[src/rtl/fetch_sequencer.sv]
// Multi-cycle fetch/execute/update sequencer driving the PC.
// Fetches at pc over req/ack, hands the instruction to execute, then pulses one PC update.
module fetch_sequencer #(
    parameter int         ADDR_W  = 32,
    parameter int         INSTR_W = 32,
    parameter logic [5:0] OP_BEQ  = 6'h04,
    parameter logic [5:0] OP_JMP  = 6'h02,
    parameter logic [5:0] OP_BNE  = 6'h05,
    parameter logic [5:0] OP_HALT = 6'h3F,
    parameter int         TIMEOUT = 255,
    parameter int         CNT_W   = 32
) (
    input  logic               clk,
    input  logic               rst,
    input  logic               start,
    input  logic [ADDR_W-1:0]  pc,
    output logic               imem_req,
    output logic [ADDR_W-1:0]  imem_addr,
    input  logic               imem_ack,
    input  logic [INSTR_W-1:0] imem_data,
    output logic [INSTR_W-1:0] instr,
    output logic               exec_valid,
    input  logic               exec_done,
    output logic               pc_clk_en,
    output logic [1:0]         pcsel,
    output logic               halted,
    output logic               fault,
    output logic [CNT_W-1:0]   retired
);

    localparam int TW = $clog2(TIMEOUT + 1);

    typedef enum logic [2:0] {IDLE, FETCH, EXEC, UPDATE, HALTED, FAULT} state_t;

    state_t        state, state_nxt;
    logic [TW-1:0] tcnt;
    logic [5:0]    op_ack, op_cur;
    logic [1:0]    sel_dec;

    assign imem_addr = pc;
    assign op_ack    = imem_data[INSTR_W-1 -: 6];
    assign op_cur    = instr[INSTR_W-1 -: 6];

    always_comb begin
        sel_dec = 2'b00;
        if (op_cur == OP_BEQ)      sel_dec = 2'b01;
        else if (op_cur == OP_JMP) sel_dec = 2'b10;
        else if (op_cur == OP_BNE) sel_dec = 2'b11;
    end

    always_ff @(posedge clk or negedge rst) begin
        if (!rst) state <= IDLE;
        else      state <= state_nxt;
    end

    // imem_req is high exactly in FETCH, so ack is only looked at there.
    always_comb begin
        state_nxt = state;
        case (state)
            IDLE:    if (start) state_nxt = FETCH;
            FETCH: begin
                if (imem_ack)                    state_nxt = (op_ack == OP_HALT) ? HALTED : EXEC;
                else if (tcnt == TW'(TIMEOUT-1)) state_nxt = FAULT;
            end
            EXEC:    if (exec_done) state_nxt = UPDATE;
            UPDATE:  state_nxt = FETCH;
            HALTED:  state_nxt = HALTED;
            FAULT:   state_nxt = FAULT;
            default: state_nxt = IDLE;
        endcase
    end

    always_ff @(posedge clk or negedge rst) begin
        if (!rst)                tcnt <= '0;
        else if (state != FETCH) tcnt <= '0;
        else if (!imem_ack)      tcnt <= tcnt + TW'(1);
    end

    // Outputs are registered from the next state so they line up with it.
    always_ff @(posedge clk or negedge rst) begin
        if (!rst) begin
            imem_req   <= 1'b0;
            instr      <= '0;
            exec_valid <= 1'b0;
            pc_clk_en  <= 1'b0;
            pcsel      <= 2'b00;
            halted     <= 1'b0;
            fault      <= 1'b0;
            retired    <= '0;
        end else begin
            imem_req   <= (state_nxt == FETCH);
            exec_valid <= (state == FETCH) && (state_nxt == EXEC);
            pc_clk_en  <= (state_nxt == UPDATE);
            pcsel      <= (state_nxt == UPDATE) ? sel_dec : 2'b00;
            if ((state == FETCH) && imem_ack) instr <= imem_data;
            if (state_nxt == HALTED) halted <= 1'b1;
            if (state_nxt == FAULT)  fault  <= 1'b1;
            if (state == UPDATE)     retired <= retired + CNT_W'(1);
        end
    end

endmodule
[config.mk]
export PLATFORM = sky130hd
export DESIGN_NAME = fetch_sequencer
export DESIGN_NICKNAME = d
export VERILOG_FILES = /design/src/rtl/fetch_sequencer.sv
export SDC_FILE = /design/constraint.sdc
export NUM_CORES = 1
export LEC_CHECK = 0
export ABC_AREA = 1
export BUFFER_PORTS_ARGS = -buffer_cell sky130_fd_sc_hd__buf_4
export CORE_MARGIN = 1.5
export CORE_UTILIZATION = 40
export DETAILED_ROUTE_END_ITERATION = 10
export PLACE_DENSITY = 0.7
export SETUP_SLACK_MARGIN = 0.05
export SYNTH_ARGS = -nofsm -noshare
export SYNTH_HDL_FRONTEND = slang
export SYNTH_SLANG_ARGS = --single-unit
[constraint.sdc]
create_clock -name clk -period 1.4 [get_ports clk]
set_clock_uncertainty 0.15 [all_clocks]
set_input_delay 0.07 -clock clk [delete_from_list [all_inputs] [get_ports clk]]
set_output_delay 0.07 -clock clk [all_outputs]
set_load 0.1 [all_outputs]
==> results of run 1 <==
[layer usage]
layer | vias up | track usage [%]
li1 | 2309 | -
met1 | 2562 | 30.79
met2 | 319 | 54.37
met3 | 103 | 5.024
met4 | 0 | 16.10
met5 | - | 0
[how the worst min path moves through the flow]
stage / cells past startpoint / endpoint / slack, ns / startpoint
floorplan: 0 / exec_valid / -0.38 / rst
global placement: 1 / retired[7] / -0.13 / rst
detailed placement: 1 / retired[7] / -0.13 / rst
CTS: 2 / retired[12] / -0.003 / rst
global route: 2 / retired[27] / 0.02 / rst
finish: 2 / retired[27] / -0.01 / rst
[layout make-up]
cell class	count	area, um^2
Multi-Input combinational cell	405	2784
Fill cell	492	1587
Clock buffer	9	123.9
Timing Repair Buffer	310	3351
Sequential cell	82	2176
Inverter	46	195.2
Tap cell	136	170.2
Clock inverter	7	76.32
[logic make-up (layout without fill, tap and decap cells)]
kind of cell,after synthesis,after routing,share of synthesized area [%]
adder cells (fa/ha/maj),3,3,0.8624
XOR/XNOR,13,13,2.616
AO/OA/AOI/OAI,18,18,2.530
buffers and inverters,87,372,10.78
flip-flops,82,82,47.14
AND/OR/NAND/NOR,371,371,36.07
[power by group]
group	total (mW)	internal [mW]	switching, mW
sequential	3.72	3.03	0.689
clock	1.86	0.837	1.02
combinational	9.83	3.03	6.79
total	15.4	6.90	8.50
[worst register-to-register path, delay by kind of cell (launching register included)]
kind,cells,cell delay (ns)
and+or+nand+nor,3,0.55
buffers and inverters,1,0.22
xor gates and xnor gates,1,0.13
DFF,1,0.51
[sequential cells by signal (all words and copies together), names as in the netlist]
signal,cells
state,3
pcsel,2
imem_req,1
fault,1
instr,32
pc_clk_en,1
halted,1
exec_valid,1
tcnt,8
retired,32
[per-stage QoR]
step                      instance area (um^2)  utilization [%]  TNS [ns]  setup WS (ns)
after floorplan                           4672                -    -4.357        -0.2236
after global placement                    5844            55.86    -3.425        -0.1226
after detailed placement                  5844            55.86    -5.475        -0.1989
after CTS                                 8069            77.12    -11.59        -0.1885
after global routing                      8876            84.84    -18.00        -0.3228
final                                     8876            84.84    -12.74        -0.2566
[timing repair]
item / in CTS / in global routing
pin swaps: 55 / 71
buffers inserted: 45 / 28
gates resized for setup: 214 / 201
hold buffers: 69 / 0
setup endpoints to repair: 103 / 140
gates cloned: 8 / 1
hold endpoints to repair: 154 / 0
[placed cells by master, fill, tap and decap left out, drive strengths merged, types with 3 or more instances in the layout]
master and n:
xnor2 6, dfrtp 82, dlygate4sd3 37, nor3 8, nand4 15, inv 48, nor2 70, dlymetal6s4s 32
buf 240, clkbuf 10, o21ai 10, nand3 21, xor2 7, ha 3, nand2 254, a21oi 4
==> results.cfg, run 1 <==
[floorplanning]
die-area_um2 = 11520
rows = 37
dieWidth_um = 107.3
io_pins = 172
start_util_pct = 41.60
core_area_um2 = 10460
die_h_um = 107.3

[critical_path]
arrival_ns = 1.78
critPathLaunchType = flip-flop
reg2reg_setup_slack_ns = -0.26
crit_buf_inv = 1
timing.rr.end = retired[11]
endpoint = retired[11]
cp.depth = 5
worstReg2RegStart = retired[8]
cp.required_ns = 1.52
slowest_delay_ns = 0.51
worstPathCellList = nand2_8 -> nor2_4 -> nand4_1 -> buf_4 -> xnor2_2
setup.worst_path.end_class = flip-flop
critPathTopFamily = simple AND/OR/NAND/NOR gates
crit_type = flip-flop to flip-flop
crit_start = retired[8]
cp_max_fo = 4
slowest_stage = dfrtp_4
r2r_cells = 5

[yosys]
yosysWarnings = 0
synth-main-ff-cell = dfrtp_1
synthCells = 574
async_reset_ff_share_pct = 100.0
avgSynthCellArea_um2 = 7.583
synth_area_leaders = dfrtp_1 (47%), nand2_1 (22%), buf_4 (6.0%)
synth_area_leader_cell = dfrtp_1
synth_seq_cells = 82
synth_top_cell_area_share_pct = 47.14
synth_edf_count = 0
synth.net_count = 646
synth_cell_type_count = 33
ys_top_cells_by_count = nand2_1 (252), dfrtp_1 (82), nor2_1 (62)
netlist_area_um2 = 4353
synth_most_common_cell = nand2_1
synth_seq_area_share_pct = 47.14

[routing]
routed.top_layer = met4
via_count = 5293
ant_nets = 0
wl_met1_mm = 6.539
wl_per_cell_um = 19.92
viasPerCell = 5.320
drc = 0
drt_iter0_drc = 301
wl_mm = 19.82
drt_pass1_iterations = 6
met3_length_mm = 1.214
wl_met2_mm = 10.98

[placement]
dpl.hpwl_mm = 8.754
gp_congestion = 0.8414
portBuffers = 107
place_inst = 841

[status]
violations = negative hold slack, negative setup slack
status = finished with violations

[final_layout]
nets = 926
drive_gt1_share_pct = 57.63
final_cells = 995
syn2layout_area_growth_pct = 103.9
diodes = 0

[power]
p_leak_nw = 4.517
total_power_mw = 15.40
ir_drop_v = 0.002244
powerDensity_nw_per_um2 = 1735

[sta]
slew_headroom_pct = 32.71
clock.fmax_ghz = 0.6037
fin_crit_ns = 1.657
slew_viol_final = 0
timing.final.ws_setup_ns = -0.2566
rsz0062_at_grt = yes
finalSetupViolations = 94
period_share_pct = 118.3
worstMarginPinSlew_ns = 1.014
final-hold-violation-count = 8
timing.hold.ws_ns = -0.01175

[clocking]
cts_max_level = 3
cts_root_buffer = clkbuf_8
clk_pin_slew_ns = 0.11
clock-sinks = 82
insertion_delay_ns = 0.39
cts_tree = yes
clockBufferDepth = 2
cts_made_buffers = 9

[global_routing]
grt_pass1_vias = 5444
gr-total-overflow = 0
grt_first_pass_wirelength_mm = 25.96
antenna_found_initial = 0
grtUsageTotal_pct = 29.14
grt_max_degree = 31

[hold_path]
hold_path.class = primary input to asynchronous set/reset pin

[run]
maxCapViolCount = 0
(Power assumes the default switching activity.)
==> run 2: changes to the inputs <==
--- a/config.mk
+++ b/config.mk
@@ -5,12 +5,11 @@
 export SDC_FILE = /design/constraint.sdc
 export NUM_CORES = 1
 export LEC_CHECK = 0
-export ABC_AREA = 1
 export BUFFER_PORTS_ARGS = -buffer_cell sky130_fd_sc_hd__buf_4
 export CORE_MARGIN = 1.5
 export CORE_UTILIZATION = 40
 export DETAILED_ROUTE_END_ITERATION = 10
-export PLACE_DENSITY = 0.7
+export PLACE_DENSITY = 0.72
 export SETUP_SLACK_MARGIN = 0.05
 export SYNTH_ARGS = -nofsm -noshare
 export SYNTH_HDL_FRONTEND = slang
==> results.cfg, run 2 <==
[yosys]
synth_area_leader_cell = dfrtp_1
synthMuxAreaShare_pct = 9.396
synth_top_family_by_area = simple AND/OR/NAND/NOR gates
synth_seq_area_share_pct = 53.51
synth-xor-area-share_pct = 8.679
ys_top_cells_by_count = dfrtp_1 (82), buf_4 (35), mux2_2 (32)
async_reset_ff_share_pct = 100.0
synth_adder_area_share_pct = 0.9788
netlist_area_um2 = 3835
synth-simple-area-share_pct = 16.97
synth_top_cell_area_share_pct = 53.51
avgSynthCellArea_um2 = 11.84
synth.net_count = 396
synth_cell_type_count = 40
synth_area_leaders = dfrtp_1 (54%), mux2_2 (9.4%), buf_4 (6.9%)
synth_compound_area_share_pct = 2.023
synth-main-ff-cell = dfrtp_1
synthCells = 324
synth_most_common_cell = dfrtp_1
synth_edf_count = 0
yosysWarnings = 0
synth_seq_cells = 82

[routing]
via_count = 3607
viasPerCell = 5.095
drt_iter0_drc = 109
wl_mm = 14.04
wl_per_cell_um = 19.82
drt_pass1_iterations = 4
ant_nets = 0
drc = 0

[power]
p_sw_share_pct = 53.53
intPower_mw = 6.765
seq_power_share_pct = 24.9
p_switching_mw = 7.791
p_comb_share_pct = 63.6
p_leak_nw = 3.662
powerDensity_nw_per_um2 = 1958
clock_power_share_pct = 11.5
total_power_mw = 14.56
ir_drop_v = 0.002004

[critical_path]
cp.required_ns = 1.49
cp_max_fo = 5
worstPathCellList = buf_4 -> nand3_1 -> nor3_4 -> nand4_1 -> xnor2_2
crit_type = flip-flop to flip-flop
reg2reg_setup_slack_ns = -0.41
setup.worst_path.end_class = flip-flop
critPathLaunchType = flip-flop
slowest_stage = dfrtp_2
arrival_ns = 1.90
slowest_delay_ns = 0.38

[floorplanning]
rows = 35
start_util_pct = 41.31
core_area_um2 = 9284
die-area_um2 = 10180
dieWidth_um = 100.9
die_h_um = 100.9
io_pins = 172

[final_layout]
drive_gt1_share_pct = 60.97
nets = 646
syn2layout_area_growth_pct = 93.83
layout.cells.most_common = buf_4
final_cells = 708
diodes = 0
final_cell_mix = buf_4 (130), dfrtp_1 (47), buf_6 (45)
reg_top3 = instr x32, retired x32, tcnt x8

[sta]
final-hold-violation-count = 0
fin_crit_ns = 1.808
clock.fmax_ghz = 0.5532
worstMarginPinSlew_ns = 1.016
timing.final.ws_setup_ns = -0.4076
rsz0062_at_grt = yes
period_share_pct = 129.1
slew_headroom_pct = 32.53
finalSetupViolations = 75
slew_viol_final = 0

[global_routing]
grt_max_degree = 37
grtUsageTotal_pct = 23.57
grt_pass1_vias = 3588
grt_first_pass_wirelength_mm = 18.40
gr-total-overflow = 0
antenna_found_initial = 0

[placement]
portBuffers = 107
place_inst = 575
dpl.hpwl_mm = 6.406
pre_cts_ws_ns = -0.3025
gp_congestion = 0.7786

[run]
maxCapViolCount = 0

[status]
status = finished with violations
violations = negative setup slack

[clocking]
cts_made_buffers = 9
insertion_delay_ns = 0.36
cts_max_level = 3
cts_tree = yes
clk_pin_slew_ns = 0.10
cts_root_buffer = clkbuf_8
clockBufferDepth = 2
clock-sinks = 82

[hold_path]
hold_path.class = primary input to asynchronous set/reset pin
==> run 2: what timing repair did <==
item | in CTS | in global routing
gates cloned | 4 | 0
pin swaps | 31 | 40
setup buffers | 25 | 30
hold buffers | 69 | 0
endpoints found under the hold margin | 152 | 0
endpoints found under the setup margin | 97 | 143
gates resized for setup | 139 | 91
==> run 2: cell type report <==
class                   count  area, um^2
multi-input cells         195        1943
fillers                   463        1851
flip-flops and latches     82        2158
clock buffers              10       137.6
clock inverters             6       50.05
repair buffers            279        2957
well taps                 129       161.4
inverters                   7       26.28
==> run 2: power by group through the flow <==
stage / clock (mW) / combinational (mW) / sequential, mW
after global placement: 0 / 7.63 / 3.60
after CTS: 1.67 / 9.05 / 3.59
after floorplan: 0 / 2.18 / 7.86
after detailed placement: 0 / 7.75 / 3.61
after global routing: 1.79 / 9.54 / 3.69
final: 1.67 / 9.26 / 3.62
==> run 2: path summary, 6_finish.rpt <==
check                             from     endpoint  cells after the start
max                        retired[21]  retired[30]                      5
min                                rst     instr[8]                      2
max reg2reg                retired[21]  retired[30]                      5
min reg2reg                     halted       halted                      1
max in group asynchronous          rst   retired[7]                      3
min in group clk              imem_ack   exec_valid                      4
==> run 2: cell families after synthesis <==
logic type | Yosys count
adder cells (fa/ha/maj) | 3
multiplexers | 32
AO/OA/AOI/OAI | 13
buffers and inverters | 48
AND/OR/NAND/NOR | 108
XOR/XNOR | 38
flip-flops | 82
==> run 2: through the flow <==
step	hold slack (ns)	TNS, ns	area [um^2]	utilization [%]
4_1_cts	0.01488	-16.67	7003	75.43
2_1_floorplan	-0.3756	-24.97	4164	-
3_3_place_gp	-0.1446	-12.23	5285	56.93
6_report	0.01854	-16.88	7433	80.07
3_5_place_dp	-0.1431	-14.46	5285	56.93
5_1_grt	0.03016	-21.34	7433	80.07
==> run 2: worst max-delay path: cells and delay by family, from the launching register on <==
kind | cells | cell delay [ns]
buf+inv | 1 | 0.15
xor+xnor | 1 | 0.23
simple gates | 3 | 0.78
flops | 1 | 0.38
==> run 2: per-layer routing <==
| metal | track usage, % | up-vias | wire length [um] |
|---|---|---|---|
| met5 | 0 | - | 46 |
| met4 | 6.410 | 2 | 510 |
| met3 | 5.340 | 46 | 733 |
| met2 | 44.18 | 182 | 7606 |
| met1 | 26.82 | 1798 | 5137 |
| li1 | - | 1579 | - |
